File: src/rtl/calc_energy_seq_if.sv
// ---------------------------------------------------------------------------
// calc_energy_seq_if
// Handshake bundle between the candidate-sequence generator, the energy
// calculator and the best-energy tracker.
//   a          sequence, a[i]=1 means s_i=+1, a[i]=0 means s_i=-1
//   in_valid   producer presents a sequence on a
//   in_ready   calculator can accept a sequence
//   energy     LABS energy E = sum C_k^2, unsigned, saturating
//   peak       peak sidelobe max |C_k|
//   overflow   energy was clamped at 2^E_WIDTH-1
//   out_valid  energy/peak/overflow hold a complete result
//   out_ready  consumer accepts the result
// Modports: master = producer/consumer side, slave = calculator side.
// ---------------------------------------------------------------------------
interface calc_energy_seq_if #(
    parameter int SEQ_WIDTH = 40,
    parameter int E_WIDTH   = 16
);
    logic [SEQ_WIDTH-1:0] a;
    logic                 in_valid;
    logic                 in_ready;
    logic [E_WIDTH-1:0]   energy;
    logic [7:0]           peak;
    logic                 overflow;
    logic                 out_valid;
    logic                 out_ready;

    modport master (
        output a, in_valid, out_ready,
        input  in_ready, energy, peak, overflow, out_valid
    );

    modport slave (
        input  a, in_valid, out_ready,
        output in_ready, energy, peak, overflow, out_valid
    );
endinterface

File: src/rtl/calc_energy_seq.sv
// ---------------------------------------------------------------------------
// calc_energy_seq
// Multi-cycle LABS energy calculator. Accepts one +/-1 sequence, evaluates
// the aperiodic autocorrelations C_k for k = 1..SEQ_WIDTH-1, LANES shifts
// per cycle, and accumulates E = sum C_k^2 (saturating) and max |C_k|.
// Ports:
//   clk   rising-edge clock
//   rst   synchronous active-high reset
//   bus   calc_energy_seq_if.slave (a/in_valid/in_ready in,
//         energy/peak/overflow/out_valid/out_ready out)
// Latency: ceil((SEQ_WIDTH-1)/LANES) cycles from accept to out_valid.
// ---------------------------------------------------------------------------
module calc_energy_seq #(
    parameter int SEQ_WIDTH = 40,
    parameter int LANES     = 4,
    parameter int E_WIDTH   = 16
) (
    input logic              clk,
    input logic              rst,
    calc_energy_seq_if.slave bus
);

    // Shift index must hold the largest k + LANES reached before DONE.
    localparam int KW   = $clog2(SEQ_WIDTH + LANES + 1);
    // Holds N-k and 2*popcount (both < 512 for N <= 255).
    localparam int CW   = 10;
    // |C| <= 254, so C^2 fits 16 bits; the sum adds room for LANES terms
    // plus the running energy so nothing wraps before the clamp.
    localparam int SUMW = E_WIDTH + 16 + $clog2(LANES + 1) + 1;
    localparam logic [SUMW-1:0] E_MAX = {{(SUMW-E_WIDTH){1'b0}}, {E_WIDTH{1'b1}}};

    typedef enum logic [1:0] {
        IDLE,
        RUN,
        DONE
    } state_t;

    state_t               state_q;
    logic [SEQ_WIDTH-1:0] seq_q;
    logic [KW-1:0]        k_q;
    logic [E_WIDTH-1:0]   energy_q;
    logic [7:0]           peak_q;
    logic                 overflow_q;

    logic [SUMW-1:0]      sq_sum;
    logic [SUMW-1:0]      sum_full;
    logic                 sat_ovf;
    logic [E_WIDTH-1:0]   energy_next;
    logic [7:0]           cyc_peak;
    logic                 last_run;
    logic                 in_ready;
    logic                 accept;

    // |C_k| for one shift: (N-k) - 2*popcount(s[i] ^ s[i+k]) over the
    // overlapping N-k positions. Caller guarantees k <= N-1.
    function automatic logic [7:0] lane_mag(input logic [SEQ_WIDTH-1:0] s,
                                            input logic [KW-1:0]        kj);
        logic [SEQ_WIDTH-1:0] diff;
        logic [CW-1:0]        len;
        logic [CW-1:0]        pop2;
        diff = s ^ (s >> kj);
        len  = CW'(SEQ_WIDTH) - CW'(kj);
        pop2 = '0;
        for (int i = 0; i < SEQ_WIDTH; i++) begin
            if (CW'(i) < len) begin
                pop2 = pop2 + {{(CW-1){1'b0}}, diff[i]};
            end
        end
        pop2 = pop2 << 1;
        if (pop2 > len) begin
            lane_mag = 8'(pop2 - len);
        end else begin
            lane_mag = 8'(len - pop2);
        end
    endfunction

    // Per-cycle lane evaluation, saturating accumulate and peak update.
    always_comb begin
        logic [KW-1:0] kj;
        logic [7:0]    mag;
        logic [15:0]   mag16;
        sq_sum   = '0;
        cyc_peak = peak_q;
        for (int j = 0; j < LANES; j++) begin
            kj  = k_q + KW'(j);
            mag = '0;
            // Lanes past k = N-1 in the final cycle contribute nothing.
            if (kj <= KW'(SEQ_WIDTH - 1)) begin
                mag = lane_mag(seq_q, kj);
            end
            mag16  = {8'b0, mag};
            sq_sum = sq_sum + SUMW'(mag16 * mag16);
            if (mag > cyc_peak) begin
                cyc_peak = mag;
            end
        end
        sum_full    = SUMW'(energy_q) + sq_sum;
        sat_ovf     = sum_full > E_MAX;
        energy_next = sat_ovf ? {E_WIDTH{1'b1}} : sum_full[E_WIDTH-1:0];
    end

    assign last_run = (k_q + KW'(LANES)) > KW'(SEQ_WIDTH - 1);

    // Ready in DONE only when the current result is being taken, so a new
    // sequence can be accepted on the same edge the result is released.
    assign in_ready = ~rst & ((state_q == IDLE) | ((state_q == DONE) & bus.out_ready));
    assign accept   = bus.in_valid & in_ready;

    // NOTE: sequential state uses non-blocking assignments so every register
    // samples pre-edge values; blocking here would chain updates in one edge.
    always_ff @(posedge clk) begin
        if (rst) begin
            // NOTE: seq_q is reset too; it is a single register, not a memory,
            // and a known value keeps the datapath free of X after reset.
            state_q    <= IDLE;
            seq_q      <= '0;
            k_q        <= '0;
            energy_q   <= '0;
            peak_q     <= '0;
            overflow_q <= 1'b0;
        end else if (accept) begin
            seq_q      <= bus.a;
            k_q        <= KW'(1);
            energy_q   <= '0;
            peak_q     <= '0;
            overflow_q <= 1'b0;
            state_q    <= RUN;
        end else begin
            case (state_q)
                RUN: begin
                    energy_q   <= energy_next;
                    overflow_q <= overflow_q | sat_ovf;
                    peak_q     <= cyc_peak;
                    k_q        <= k_q + KW'(LANES);
                    if (last_run) begin
                        state_q <= DONE;
                    end
                end
                DONE: begin
                    if (bus.out_ready) begin
                        state_q <= IDLE;
                    end
                end
                default: begin
                end
            endcase
        end
    end

    assign bus.in_ready  = in_ready;
    assign bus.out_valid = (state_q == DONE);
    assign bus.energy    = energy_q;
    assign bus.peak      = peak_q;
    assign bus.overflow  = overflow_q;

endmodule

File: src/flat_wrapper.sv
// flat-port wrapper written by rule: the top's interface ports become plain ports
module calc_energy_seq_flat 
#(
    parameter int SEQ_WIDTH = 40,
    parameter int LANES     = 4,
    parameter int E_WIDTH   = 16
)
  (clk, rst, bus_a, bus_in_valid, bus_out_ready, bus_in_ready, bus_energy, bus_peak, bus_overflow, bus_out_valid);
  calc_energy_seq_if #(.SEQ_WIDTH(SEQ_WIDTH), .E_WIDTH(E_WIDTH)) bus_i ();
  input logic clk;
  input logic rst;
  input wire logic [$bits(bus_i.a)-1:0] bus_a;
  input wire logic [$bits(bus_i.in_valid)-1:0] bus_in_valid;
  input wire logic [$bits(bus_i.out_ready)-1:0] bus_out_ready;
  output wire logic [$bits(bus_i.in_ready)-1:0] bus_in_ready;
  output wire logic [$bits(bus_i.energy)-1:0] bus_energy;
  output wire logic [$bits(bus_i.peak)-1:0] bus_peak;
  output wire logic [$bits(bus_i.overflow)-1:0] bus_overflow;
  output wire logic [$bits(bus_i.out_valid)-1:0] bus_out_valid;
  assign bus_i.a = bus_a;
  assign bus_i.in_valid = bus_in_valid;
  assign bus_i.out_ready = bus_out_ready;
  assign bus_in_ready = bus_i.in_ready;
  assign bus_energy = bus_i.energy;
  assign bus_peak = bus_i.peak;
  assign bus_overflow = bus_i.overflow;
  assign bus_out_valid = bus_i.out_valid;
  calc_energy_seq #(.SEQ_WIDTH(SEQ_WIDTH), .LANES(LANES), .E_WIDTH(E_WIDTH)) u_core (.clk(clk), .rst(rst), .bus(bus_i));
endmodule
File: config.mk
export PLATFORM = sky130hd
export DESIGN_NAME = calc_energy_seq_flat
export DESIGN_NICKNAME = d
export VERILOG_FILES = /design/src/rtl/calc_energy_seq_if.sv /design/src/rtl/calc_energy_seq.sv /design/src/flat_wrapper.sv
export SDC_FILE = /design/constraint.sdc
export NUM_CORES = 2
export LEC_CHECK = 0
export CAP_MARGIN = 20
export CORE_AREA = 2 2 345 483
export CTS_BUF_LIST = sky130_fd_sc_hd__clkbuf_4 sky130_fd_sc_hd__clkbuf_8 sky130_fd_sc_hd__clkbuf_16
export CTS_CLUSTER_DIAMETER = 50
export CTS_CLUSTER_SIZE = 12
export DETAILED_ROUTE_END_ITERATION = 6
export DIE_AREA = 0 0 347 485
export PLACE_DENSITY_LB_ADDON = 0.05
export SYNTH_ARGS = -nofsm -noshare
export SYNTH_HDL_FRONTEND = slang
export SYNTH_SLANG_ARGS = --single-unit
File: constraint.sdc
create_clock -name clk -period 44.5 [get_ports clk]
set_clock_uncertainty 0.1 [all_clocks]
set_input_delay 8.9 -clock clk [delete_from_list [all_inputs] [get_ports clk]]
set_output_delay 8.9 -clock clk [all_outputs]
set_load 0.05 [all_outputs]
## Word level (Yosys, flattened, before mapping)

Cells that the tools add are included.

| operators by class | value |
|---|---|
| add/sub/neg operators | 176 |
| multiply operators | 4 |
| order comparisons | 174 |
| equality and inequality tests | 6 |
| shifts and indexed selects | 4 |
| muxes and demuxes | 339 |
| bitwise gates (word level) | 10 |
| reductions and logical operators | 7 |

Operator list:

| cell | count |
|---|---|
| 9-bit 2-to-1 mux | 316 |
| 9-bit by 1-bit adder with 9-bit output | 156 |
| 5-bit by 10-bit < comparator with 1-bit output (first input constant) | 64 |
| 4-bit by 10-bit < comparator with 1-bit output (first input constant) | 32 |
| 6-bit by 10-bit < comparator with 1-bit output (first input constant) | 32 |
| 3-bit by 10-bit < comparator with 1-bit output (first input constant) | 16 |
| 40-bit by 6-bit right shift with 40-bit output | 4 |
| 40-bit bitwise XOR | 4 |
| 8-bit 2-to-1 mux | 12 |
| 1-bit by 10-bit < comparator with 1-bit output (first input constant) | 8 |
| 2-bit by 10-bit < comparator with 1-bit output (first input constant) | 8 |
| 36-bit by 16-bit adder with 36-bit output | 2 |
| 8-bit by 8-bit multiplier with 16-bit output | 4 |
| 8-bit subtractor | 8 |
| 10-bit > comparator | 4 |
| 16-bit by 36-bit adder with 36-bit output | 1 |
| 36-bit by 16-bit > comparator with 1-bit output (second input constant) | 1 |
| 8-bit > comparator | 4 |
| 6-bit by 6-bit subtractor with 7-bit output (first input constant) | 4 |
| 6-bit less-or-equal comparator (second input constant) | 4 |
| 16-bit by 16-bit adder with 17-bit output | 1 |
| 16-bit 2-to-1 mux | 1 |
| 6-bit by 2-bit adder with 6-bit output (second input constant) | 2 |
| 1-bit 2-to-1 mux | 7 |
| other kinds (19) | 25 |

| word-level totals | value |
|---|---|
| register bits | 73 |
| output and inout bits | 27 |
| word-level logic and storage cells | 728 |

## Depth between registers and ports, before layout

| depth | value |
|---|---|
| depth after elaboration | 132 |
| mapped depth | 179 |
| gate-level depth less buffers | 172 |

## Worst setup path before layout

OpenSTA, ideal clock, no wires.

| timing | value |
|---|---|
| path kind | register -> register |
| start | register u_core.k_q[0] |
| end | register u_core.energy_q[4] (netlist: u_core.bus.energy[4]) |
| setup time | 0.137 ns |
| arrival | 34.550 ns |
| path slack | 9.713 ns |
| stages on the path, launching flop included | 171 |
| buffers on the path | 12 |
| clock period less this slack | 34.787 ns |
| cell sequence | dfxtp_1 buf_6 buf_2 buf_2 buf_2 buf_1 clkbuf_1 buf_1 clkbuf_1 clkbuf_1 clkbuf_1 o22ai_1 a31oi_1 xor2_1 fa_1 o21ai_0 ha_1 o21a_1 (+135 left out) fa_1 fa_1 ha_1 o21ai_0 nand2_1 a21oi_1 o21ai_0 a21oi_1 o21ai_0 a21oi_1 o21bai_1 a21oi_1 nor2b_1 and3_1 o211ai_1 inv_1 clkbuf_1 a31oi_1 |

| between the ends | value |
|---|---|
| cells in the longest elaborated chain, start to end | 132 |
| elaborated cells between the ends (all ways) | 685 |
| classes of those cells | 175 x add/sub; 4 x mul; 169 x order compare; 4 x shift; 329 x mux; 4 x bitwise |

RTL lines:

| item | line | source |
|---|---|---|
| from (decl) | calc_energy_seq.sv:40 | `logic [KW-1:0] k_q;` |
| from (signal assigned) | calc_energy_seq.sv:134 | `k_q <= k_q + KW'(LANES);` |
| 6-bit by 1-bit adder with 6-bit output | calc_energy_seq.sv:85 | `kj = k_q + KW'(j);` |
| 6-bit by 6-bit subtractor with 7-bit output or 40-bit by 6-bit right shift with 40-bit output (tied branches) | calc_energy_seq.sv:62, calc_energy_seq.sv:61 |  |
| 1-bit by 10-bit < comparator with 1-bit output or 40-bit bitwise XOR (tied branches) | calc_energy_seq.sv:65, calc_energy_seq.sv:61 |  |
| 1-bit 2-to-1 mux | calc_energy_seq.sv:65 | `if (CW'(i) < len) begin` |
| 9-bit 2-to-1 mux | calc_energy_seq.sv:88 | `if (kj <= KW'(SEQ_WIDTH - 1)) begin` |
| 9-bit by 1-bit adder with 9-bit output | calc_energy_seq.sv:66 | `pop2 = pop2 + {{(CW-1){1'b0}}, diff[i]};` |
| 9-bit 2-to-1 mux | calc_energy_seq.sv:65 |  |
| 9-bit 2-to-1 mux | calc_energy_seq.sv:88 |  |
| (+116 left out) | n/a |  |
| 8-bit 2-to-1 mux | calc_energy_seq.sv:88 |  |
| 8-bit by 8-bit multiplier with 16-bit output | calc_energy_seq.sv:92 | `sq_sum = sq_sum + SUMW'(mag16 * mag16);` |
| 16-bit by 16-bit adder with 17-bit output | calc_energy_seq.sv:92 |  |
| 36-bit by 16-bit adder with 36-bit output | calc_energy_seq.sv:92 |  |
| 36-bit by 16-bit adder with 36-bit output (*) | calc_energy_seq.sv:92 |  |
| 16-bit by 36-bit adder with 36-bit output (*) | calc_energy_seq.sv:97 | `sum_full = SUMW'(energy_q) + sq_sum;` |
| 36-bit by 16-bit > comparator with 1-bit output | calc_energy_seq.sv:98 | `sat_ovf = sum_full > E_MAX;` |
| 16-bit 2-to-1 mux (*) | calc_energy_seq.sv:99 | `energy_next = sat_ovf ? {E_WIDTH{1'b1}} : sum_full[E_WIDTH-1:0];` |
| to (signal assigned) | calc_energy_seq.sv:131 | `energy_q <= energy_next;` |
| to (decl) | calc_energy_seq.sv:41 | `logic [E_WIDTH-1:0] energy_q;` |

Every way passes the cells marked *; elsewhere a longest branch is shown, timed or not. The select of a mux whose other input is x is not followed.
A chain may end at the register's enable or synchronous reset.

## Worst setup path after layout

| timing | value |
|---|---|
| start | register u_core.k_q[4] |
| end | register u_core.energy_q[5] (netlist: u_core.bus.energy[5]) |

The elaborated chain is that of the path after synthesis.

==> metrics <==
outcome=complete, no violations; GR Util met3=1.46%; Seq cells post-synth=72; maximum operating frequency=26.7 MHz; hold crit path type=register to register; number of ports placed on the die boundary=71; post-cts repair resize count=0; die outline height=485 um; final design utilization=32.1%; source-to-sink clock delay at the later pin of the worst-skew pair=0.40 ns; post-synthesis cell area=49,000 sq um; ratio of cells with drive above 1 in the final layout=7.25%; nets in the synthesized netlist=7,310; share of async-settable or async-resettable flops after synthesis=0%; CTS tree=built; post-route ant nets=0; CORE AREA=164,000 sq um; met2 usage=43.9%; maximum number of pins on one net before global-route repair=85; number of violations of the max-capacitance limit=0; first-iteration detailed-routing DRC count=2,960; CP max stage cell=sky130_fd_sc_hd__nor4b_1; number of enable flip-flop cells after synthesis=0; met1 capacity usage during global routing=26.4%; element type at the critical path start=register; routed wire length=194 mm; dominant register cell in the synthesized netlist=sky130_fd_sc_hd__dfxtp_1; last weighted congestion value of the routability-driven placer=0.905; Avg Cell Area, Syn=7.48 sq um; Reg clk slew, reported paths=0.07 ns; Filler Cells Inserted=17,800; number of vias after detailed routing=46,700; post-route DRC violation count=0; buffer and inverter count on the worst path=13; wire length of the first global-routing pass=296 mm; required time of the critical path=44.73 ns; Crit path top cell by count=sky130_fd_sc_hd__ha_1; ANT cells=0; area added between synthesis and finish=7.42%; initial cell density of the core=29.8%; Max Slew Vio Count=0; CTS Root Buffer Type=sky130_fd_sc_hd__clkbuf_16; PortBufs=70; Die Footprint=168,000 sq um; first-pass detailed-route iteration total=5; count of clock tree sinks=72; busiest layer in global routing=met2; highest fanout seen on the critical path=57; setup repair after global routing missed its margin=false; synthesized netlist cell count=6,541; average routed wire per standard cell=22.5 um; number of global-route vias before repair=47,600; Yosys cell types=132; die width=347 um; family of cells with the greatest summed delay on the critical path=adder cells; worst hold start=u_core.bus.overflow; final setup violating endpoints=0; total routing resource utilization after global routing=22.7%; final-layout setup total negative slack=0 ns; number of buffers inserted by post-CTS setup repair=0; CTS Buf Count=9; Post-DP HPWL=163 mm; # hold bufs at CTS=0; WS Path Type=register to register; register area=1450 sq um; Crit. End Element=register; Slowest Stage Delay on Critical Path=0.88 ns; H-tree depth=3; part of the cycle the worst path needs=84.1%; number of antenna violations at the first check in global routing=6; origin of the critical flop-to-flop path=u_core.k_q[4]; number of vias per cell after detailed routing=5.41; Relative slew margins=23.2%; final hold vios=0; critical path arrival=37.66 ns; final-stage net count=7,258; total congestion overflow=0; final period demand of the worst path=37.43 ns; Std-Cell Rows=176; synthesis warning total=0; worst slew pin tran=1.14 ns; post-synthesis sequential area ratio=2.94%; largest buffer count on any clock path=2; launching element of the worst setup path=u_core.k_q[4]; combined area of the multi-input logic cells=45,000 sq um
==> metrics by stage <==
stage	setup WS, ns	hold WS [ns]	cells	instance area [sq um]
2_1_floorplan	9.71	0.394	6541	49000
3_3_place_gp	7.46	0.380	8611	52300
3_5_place_dp	7.12	0.400	8611	52300
4_1_cts	7.04	0.424	8627	52600
5_1_grt	4.36	0.465	8630	52600
6_report	7.07	0.419	8630	52600
==> worst min-delay path, stage by stage, from the launching register on <==
cell,delay [ns]
sky130_fd_sc_hd__dfxtp_1,0.35
sky130_fd_sc_hd__a21oi_1,0.05
sky130_fd_sc_hd__nor2_1,0.08
==> per-layer routing <==
layer | up-vias | routed length, um | part of all wire (%)
li1 | 23000 | - | -
met1 | 22700 | 79600 | 41
met2 | 811 | 103000 | 53
met3 | 192 | 5410 | 2.8
met4 | 0 | 6000 | 3.1
met5 | - | 0 | 0
==> state kept, by name, indices dropped and copies added, names as in the netlist <==
register,cells
u_core.seq_q,40
u_core.bus.energy,16
u_core.bus.peak,8
u_core.k_q,5
u_core.state_q,2
u_core.bus.overflow,1
==> kinds of logic (layout without fill, tap and decap cells) <==
family	Yosys count	after routing	synth area share, %
and+or+nand+nor	2419	2419	23.7
muxes	312	312	7.68
xor gates and xnor gates	928	928	19.9
DFF	72	72	2.94
adders and majority gates	748	748	21.8
AOI/OAI and AO/OA	1390	1390	18.7
buffers and inverters	672	625	5.25
==> cell usage after synthesis (85+ instances only) <==
cell type	number	area, sq um
sky130_fd_sc_hd__inv_1	405	1520
sky130_fd_sc_hd__nor2_1	688	2580
sky130_fd_sc_hd__nand2_1	711	2670
sky130_fd_sc_hd__fa_1	184	3680
sky130_fd_sc_hd__nand3_1	203	1020
sky130_fd_sc_hd__mux2_2	96	1080
sky130_fd_sc_hd__nor3_1	117	586
sky130_fd_sc_hd__and2_1	89	557
sky130_fd_sc_hd__and3_1	97	607
sky130_fd_sc_hd__ha_1	541	6770
sky130_fd_sc_hd__a21o_1	85	638
sky130_fd_sc_hd__xor2_1	324	2840
sky130_fd_sc_hd__clkbuf_1	188	706
sky130_fd_sc_hd__a21oi_1	306	1530
sky130_fd_sc_hd__nand4_1	87	544
sky130_fd_sc_hd__xnor2_1	474	4150
sky130_fd_sc_hd__mux2i_1	174	1740
sky130_fd_sc_hd__o21ai_0	304	1520
sky130_fd_sc_hd__o21a_1	95	713
==> cell type report <==
type	count	share of cell area, %
Multi-Input combinational cell	5797	85.5
Clock inverter	6	0.0833
Clock buffer	10	0.443
Inverter	412	2.94
Tap cell	2136	5.08
Timing Repair Buffer	197	3.15
Sequential cell	72	2.76
==> worst paths after layout <==
check                    endpoint  slack, ns  cells past startpoint
max          u_core.bus.energy[5]       7.07                    159
min           u_core.bus.overflow       0.42                      2
max reg2reg  u_core.bus.energy[5]       7.07                    159
min reg2reg   u_core.bus.overflow       0.42                      2
==> layout by cell type, fill, tap and decap left out, types with 95 or more instances in the layout <==
master	n
sky130_fd_sc_hd__xnor2_1	474
sky130_fd_sc_hd__o21ai_0	304
sky130_fd_sc_hd__o21a_1	95
sky130_fd_sc_hd__a21oi_1	304
sky130_fd_sc_hd__and3_1	97
sky130_fd_sc_hd__nand2_1	711
sky130_fd_sc_hd__nand3_1	203
sky130_fd_sc_hd__inv_1	402
sky130_fd_sc_hd__buf_4	127
sky130_fd_sc_hd__mux2i_1	174
sky130_fd_sc_hd__mux2_2	96
sky130_fd_sc_hd__nor2_1	688
sky130_fd_sc_hd__fa_1	184
sky130_fd_sc_hd__ha_1	539
sky130_fd_sc_hd__xor2_1	324
sky130_fd_sc_hd__nor3_1	117
Power is not shown: default switching activity piles up to over one toggle a cycle in this logic, so the estimate is an artifact.
